<file path="config.mk">
export PLATFORM = sky130hd
export DESIGN_NAME = mat_vec_loader
export DESIGN_NICKNAME = d
export VERILOG_FILES = /design/src/rtl/mat_vec_loader.sv
export SDC_FILE = /design/constraint.sdc
export NUM_CORES = 1
export LEC_CHECK = 0
export BUFFER_PORTS_ARGS = -buffer_cell sky130_fd_sc_hd__buf_4
export CELL_PAD_IN_SITES_DETAIL_PLACEMENT = 0
export CELL_PAD_IN_SITES_GLOBAL_PLACEMENT = 2
export CORE_UTILIZATION = 43
export DETAILED_ROUTE_END_ITERATION = 8
export PLACE_DENSITY_LB_ADDON = 0.1
export SYNTH_ARGS = -nofsm -noshare
export SYNTH_HDL_FRONTEND = slang
export SYNTH_SLANG_ARGS = --single-unit
</file>
<file path="constraint.sdc">
create_clock -name clk -period 8.3 [get_ports clk]
set_clock_uncertainty 0.15 [all_clocks]
set_input_delay 0.415 -clock clk [delete_from_list [all_inputs] [get_ports clk]]
set_output_delay 0.415 -clock clk [all_outputs]
set_load 0.05 [all_outputs]
</file>
<file path="src/rtl/mat_vec_loader.sv">
// Fetches vector B and the rows of matrix A over Avalon-MM (one read in flight),
// then streams B serially and A as a diagonal skewed wavefront across ROWS lanes.
module mat_vec_loader #(
    parameter int DATA_WIDTH = 8,
    parameter int ROWS       = 8,
    parameter int COLS       = 8,
    parameter int ADDR_WIDTH = 32
) (
    input  logic                         clk,
    input  logic                         reset_n,
    input  logic                         start,
    input  logic [ADDR_WIDTH-1:0]        base_addr,
    input  logic                         stall,
    output logic [ADDR_WIDTH-1:0]        avm_address,
    output logic                         avm_read,
    input  logic [COLS*DATA_WIDTH-1:0]   avm_readdata,
    input  logic                         avm_readdatavalid,
    input  logic                         avm_waitrequest,
    output logic [ROWS*DATA_WIDTH-1:0]   a_data,
    output logic [ROWS-1:0]              a_valid,
    output logic [DATA_WIDTH-1:0]        b_data,
    output logic                         b_valid,
    output logic                         busy,
    output logic                         done
);
    localparam int W_W  = $clog2(ROWS + 1);
    localparam int T_W  = $clog2(ROWS + COLS);
    localparam int T_W1 = T_W + 1;
    localparam int CI_W = $clog2(COLS);
    localparam int RI_W = $clog2(ROWS);
    localparam logic [T_W-1:0] T_LAST = T_W'(ROWS + COLS - 2);

    localparam logic [2:0] S_IDLE   = 3'd0;
    localparam logic [2:0] S_REQ    = 3'd1;
    localparam logic [2:0] S_WAIT   = 3'd2;
    localparam logic [2:0] S_STREAM = 3'd3;
    localparam logic [2:0] S_DONE   = 3'd4;

    logic [2:0]            r_state, w_state_next;
    logic [ADDR_WIDTH-1:0] r_base;
    logic [W_W-1:0]        r_w, w_w_next;
    logic [T_W-1:0]        r_t, w_t_next;
    logic [DATA_WIDTH-1:0] r_b_buf [COLS];
    logic [DATA_WIDTH-1:0] r_a_buf [ROWS][COLS];
    logic [DATA_WIDTH-1:0] w_elem  [COLS];
    logic [RI_W-1:0]       w_row;
    logic                  w_capture;
    logic                  w_stream_next;
    logic [ROWS-1:0]            w_a_valid_next;
    logic [ROWS*DATA_WIDTH-1:0] w_a_data_next;
    logic                       w_b_valid_next;
    logic [DATA_WIDTH-1:0]      w_b_data_next;

    always_comb begin
        w_state_next = r_state;
        w_w_next     = r_w;
        w_t_next     = r_t;
        case (r_state)
            S_IDLE: begin
                if (start) begin
                    w_state_next = S_REQ;
                    w_w_next     = '0;
                    w_t_next     = '0;
                end
            end
            S_REQ: begin
                if (!avm_waitrequest) w_state_next = S_WAIT;
            end
            S_WAIT: begin
                if (avm_readdatavalid) begin
                    if (r_w == W_W'(ROWS)) begin
                        w_state_next = S_STREAM;
                        w_t_next     = '0;
                    end else begin
                        w_state_next = S_REQ;
                        w_w_next     = r_w + W_W'(1);
                    end
                end
            end
            S_STREAM: begin
                if (!stall) begin
                    if (r_t == T_LAST) w_state_next = S_DONE;
                    else               w_t_next     = r_t + T_W'(1);
                end
            end
            S_DONE:  w_state_next = S_IDLE;
            default: w_state_next = S_IDLE;
        endcase
    end

    assign w_capture     = (r_state == S_WAIT) && avm_readdatavalid;
    assign w_row         = RI_W'(r_w - W_W'(1));
    assign w_stream_next = (w_state_next == S_STREAM);

    assign avm_read    = (r_state == S_REQ);
    assign avm_address = avm_read ? (r_base + ADDR_WIDTH'(r_w)) : '0;
    assign busy        = (r_state != S_IDLE);
    assign done        = (r_state == S_DONE);

    genvar gi;
    // Element 0 sits in the most significant lane of the memory word.
    for (gi = 0; gi < COLS; gi++) begin : g_elem
        assign w_elem[gi] = avm_readdata[(COLS-1-gi)*DATA_WIDTH +: DATA_WIDTH];
    end

    // Lane r carries A[r][t-r] while 0 <= t-r < COLS; the sign bit of the
    // difference rejects lanes the wavefront has not reached yet.
    for (gi = 0; gi < ROWS; gi++) begin : g_lane
        logic [T_W:0] w_diff;
        logic         w_hit;
        assign w_diff = {1'b0, w_t_next} - T_W1'(gi);
        assign w_hit  = w_stream_next && !w_diff[T_W] && (w_diff[T_W-1:0] < T_W'(COLS));
        assign w_a_valid_next[gi] = w_hit;
        assign w_a_data_next[gi*DATA_WIDTH +: DATA_WIDTH] =
            w_hit ? r_a_buf[gi][CI_W'(w_diff[T_W-1:0])] : '0;
    end

    assign w_b_valid_next = w_stream_next && (w_t_next < T_W'(COLS));
    assign w_b_data_next  = w_b_valid_next ? r_b_buf[CI_W'(w_t_next)] : '0;

    always_ff @(posedge clk or negedge reset_n) begin
        if (!reset_n) begin
            r_state <= S_IDLE;
            r_base  <= '0;
            r_w     <= '0;
            r_t     <= '0;
            a_valid <= '0;
            a_data  <= '0;
            b_valid <= 1'b0;
            b_data  <= '0;
        end else begin
            r_state <= w_state_next;
            r_w     <= w_w_next;
            r_t     <= w_t_next;
            if (r_state == S_IDLE && start) r_base <= base_addr;
            a_valid <= w_a_valid_next;
            a_data  <= w_a_data_next;
            b_valid <= w_b_valid_next;
            b_data  <= w_b_data_next;
        end
    end

    // Word 0 of a job is vector B; word k lands in A row k-1.
    always_ff @(posedge clk) begin
        if (w_capture) begin
            for (int j = 0; j < COLS; j++) begin
                if (r_w == '0) r_b_buf[j]        <= w_elem[j];
                else           r_a_buf[w_row][j] <= w_elem[j];
            end
        end
    end
endmodule

</file>
# Word level (Yosys, flattened, before mapping)
# Memory sizes are Yosys's and may differ from the RTL's.
# Cells that the tools add are included.
# word_totals
ramBits	576
inputBits	102
n_memories	2
ff_bits	124
# op_classes
order_cmp	16
eq_ne	10
mux	57
bitwise_logic	8
add_sub_neg	11
reduce_logical	29
# memory_table
memory	words	word_bits	rd	rd_ports_with_merged_regs	wr	line	text
r_a_buf	8	64	8	0	1	44	logic [DATA_WIDTH-1:0] r_a_buf [ROWS][COLS];
r_b_buf	8	8	1	0	8	43	logic [DATA_WIDTH-1:0] r_b_buf [COLS];
# op_table
op	count
$mux 8	25
$bmux 8 s3	8
$add 32x4->32	1
$ge 4x4->1 const B	8
$lt 4x4->1 const B	8
$mux 32	1
$mux 4	8
$not 3->4	8
$sub 4x3->5 const B	4
$logic_and 1x1->1	17
$mux 3	5
$pmux 3 s4	1
$pmux 4 s3	1
$sub 4x2->5 const B	2
$eq 3x2->1 const B	3
$add 4x1->4 const B	2
$eq 4x4->1 const B	2
$pmux 4 s2	1
$logic_not 1->1	7
$mux 1	6
$ne 2x2->1 const B	3
$sub 4x1->5 const B	1
$logic_not 4->1	1
$reduce_and 4->1	1
other kinds (7)	7

# Longest topological paths before layout
# logic_depth
word_depth	10
ltp_mapped	17
ltp_nobuf	12

# Least setup slack after synthesis
# No wires, ideal clock.
# synth_timing
path_kind	register -> register
startpoint	register r_w[0]
endpoint	memory r_a_buf[3][0] (netlist bit) (enable)
setup_slack_ns	2.060
synth_period_minus_slack_ns	6.240
stages_incl_launch_ff	8
setup_ns	0.565
arrival_ns	5.525
path_buffers	0
required_time_ns	7.585
cell_sequence	dfrtp_1 inv_1 ha_1 nand2b_1 nor2_1 nor2_1 nand2_1 nor3_1
# synth_via
elab_chain_len	4
# synth_rtl
item	line	text
from (decl)	41	logic [W_W-1:0] r_w, w_w_next;
from (signal assigned)	133	r_w <= w_w_next;
$logic_not 4->1	147	if (r_w == '0) r_b_buf[j] <= w_elem[j];
$mux 1	147	
$mux 1	145	if (w_capture) begin
$mux 1 (not written as such)	148	else r_a_buf[w_row][j] <= w_elem[j];
to (decl)	44	
# Several ways; a longest one is shown, not always the timed one.

# Final worst setup path
# layout_timing
startpoint	register r_w[0]
endpoint	register a_data[14]
# layout_via
elab_chain_len	10
# layout_rtl
item	line	text
$eq 4x4->1 *	71	if (r_w == W_W'(ROWS)) begin
$mux 4	71	
$mux 4	70	if (avm_readdatavalid) begin
$pmux 4 s3	58	case (r_state)
$sub 4x1->5	111	assign w_diff = {1'b0, w_t_next} - T_W1'(gi);
$not 3->4 (not written as such)	115	w_hit ? r_a_buf[gi][CI_W'(w_diff[T_W-1:0])] : '0;
$bmux 8 s3	115	
$mux 8 (not written as such) (2 in series)	115	
$mux 8 *	115	
named net w_a_data_next[14]	50	logic [ROWS*DATA_WIDTH-1:0] w_a_data_next;
to (signal assigned)	137	a_data <= w_a_data_next;
to (decl)	19	output logic [ROWS*DATA_WIDTH-1:0] a_data,
# Mark *: on every way through the listed nets, which the timed path passes. The rest lies on a longest branch. The select of a mux whose other input is x is not followed.
# A chain may end at the register's enable or synchronous reset.

==> flow_summary.toml <==
[final_layout]
diodes = 0
final_nets = 2296
stdcell_area_um2 = 33300
stdcell_count = 3083
fin_util_pct = 52.9
syn_to_final_growth_pct = 21.6
drive_gt1_share_pct = 18.5

[synthesis]
ys_ff_latch = 699
ys.flop_type = "edfxtp_1"
synth_top_family_by_area = "simple AND/OR/NAND/NOR gates"
syn_nets = 1981
yosysMostFrequentCell = "edfxtp_1"
yosysWarningCount = 0
synth_fa_ha_area_share_pct = 0.896
syn_avg_cell_area_um2 = 14.7
async_reset_ff_share_pct = 17.6
syn_area_um2 = 27400
synth_compound_area_share_pct = 5.59
yosysTopAreaCell = "edfxtp_1"
yosys.area_share.simple_pct = 11.2
yosysSeqAreaShare_pct = 74.4
ys_types = 63
synth_edf_count = 576
muxShareOfSynthArea_pct = 4.78
synthTopCellsByCount = "edfxtp_1 (576), nand2_1 (413), dfrtp_1 (123), mux2i_1 (98), a32oi_1 (80)"
postSynthCellCount = 1860
synth-xor-area-share_pct = 1.09
synth_top_area_share_pct = 63.2
synth_area_leaders = "edfxtp_1 (63%), dfrtp_1 (11%), nand2_1 (5.7%)"

[sta]
finalSetupTns_ns = 0
slew_violations = 0
maxSlewHeadroom_pct = 20.3
setup_ws_ns = 3.38
hold_violations = 0
setup_viol = 0
period_share_pct = 59.3
whs_ns = 0.0361
clock.fmax_ghz = 0.203
fin_crit_ns = 4.92
worst_pin_slew_ns = 1.20
rsz0062_at_grt = "no"

[placement]
place_ws_ns = 3.43
dp_cells = 2847
port-buffer-count = 217
dp_hpwl_mm = 45.2
postPlaceCellArea_um2 = 29800
place_congestion = 0.815

[route]
antenna_left = 0
wl_per_cell_um = 24.1
dr.pass1.iters = 7
vias = 16600
drtIter0Drc = 1083
drc = 1
viasPerCell = 5.39
routed_wl_mm = 74.3

[floorplanning]
io_pins = 218
rows = 92
dieArea_um2 = 64700
die_x_um = 254
initial_core_util_pct = 43.5
core_area_um2 = 63000
dieHeight_um = 254

[critical_path]
cp.arrival_ns = 5.26
start_kind = "flip-flop"
end_kind = "flip-flop"
reg2reg_slack_ns = 3.38
worst-setup-path-type = "flip-flop to flip-flop"
crit_fanout = 57
cp.required_ns = 8.64

[clock_tree]
cts_buffers = 75
cts_setup_buffers = 0
cts-root-buf = "clkbuf_16"
cts.sinks = 699
cts_buffer_depth = 3
cts_tree = "yes"
htreeDepth = 3
clk_latency_ns = 0.61
clk_pin_slew_ns = 0.06
post_cts_resized = 0

[global_route]
antenna_found_initial = 2
grt_start_max_net_pins = 179
grt.busiest_layer = "met2"
grtUsageMet2_pct = 40.0
grt_pass1_vias = 16300
grt-ovfl-total = 0
use_met3_pct = 3.73
met1_usage_pct = 29.9
grt_pass1_wl_mm = 108
grt_usage_pct = 23.1

[power_and_ir_drop]
power.density_nw_per_um2 = 328
p_total_mw = 10.9
power_leakage_nw = 12.4
peakVddDrop_uv = 227

[outcome]
violations = "design-rule violations"
status = "complete, but fails checks"

[min_path]
hold_path.class = "input port to flip-flop"

[run]
cap_violations = 0
[registers in the layout (all words and copies together) (netlist names)]
register / cells
r_b_buf: 64
b_data: 8
a_data: 64
r_state: 3
r_base: 32
r_w: 4
r_a_buf: 512
r_t: 4
a_valid: 8
[where the power goes]
| group | internal (mW) | leakage, nW | switching (mW) |
|---|---|---|---|
| clock | 2.00 | 1.23 | 1.36 |
| sequential | 4.08 | 6.82 | 0.154 |
| combinational | 1.05 | 4.35 | 2.28 |
| total | 7.14 | 12.4 | 3.79 |
[placed cells by master, fill, tap and decap left out, drive strengths merged, types with 4 or more instances in the layout]
master and instances:
a31oi 25, a21oi 14, nand3 76, mux2 29, bufinv 7, a32oi 80
dfrtp 123, clkbuf 102, inv 19, nand2b 4, a32o 25, xnor2 17
mux2i 98, edfxtp 576, ha 18, nand4 14, clkinv 27, nor2 52
xor2 17, buf 240, nor3 13, dlygate4sd3 97, or3 6, and4 4
o21ai 14, nand2 413, and2 11, a21o 5, and3 69, a221oi 8
[path summary, 6_finish.rpt]
kind                                  from             to  cells after the start
max in group asynchronous          reset_n      b_data[6]                      3
hold reg to reg                  r_base[3]      r_base[3]                      1
setup / recovery                    r_w[0]     a_data[14]                     12
min in group asynchronous          reset_n      r_base[4]                      2
hold / removal             avm_readdata[7]  r_a_buf[5][7]                      1
setup reg to reg                    r_w[0]     a_data[14]                     12
[worst max-delay path, stage by stage (launching register included)]
cell	delay (ns)
dfrtp_1	0.45
inv_1	0.15
ha_1	0.28
nand4b_1	0.12
a221o_1	0.47
a211o_4	0.58
inv_4	0.63
ha_1	0.30
inv_1	0.10
xnor2_1	0.20
and2_1	0.86
a32oi_1	0.20
and3_1	0.24
[kinds of logic after synthesis]
family,Yosys count
AO/OA/AOI/OAI,187
XOR/XNOR,34
adder cells (fa/ha/maj),19
buffers and inverters,116
flip-flops,699
multiplexers,127
AND/OR/NAND/NOR,678
[per-layer routing]
layer,wire length (um),part of all wire (%)
met3,3420,4.6
met2,38000,51
met1,31200,42
met4,1720,2.3
met5,0,0
[final cells by class]
class                           count  area (um^2)
Clock buffer                      102         2100
Clock inverter                     37          394
Fill cell                        5329        29700
Inverter                           17         67.6
Multi-Input combinational cell   1045         6510
Sequential cell                   699        20400
Tap cell                          846         1060
Timing Repair Buffer              337         2790
[timing repair]
action	in CTS	in global routing
hold buffers	97	0
endpoints found under the hold margin	660	0
setup endpoints to repair	0	0
Note: power is estimated with default switching activity, not from simulation.
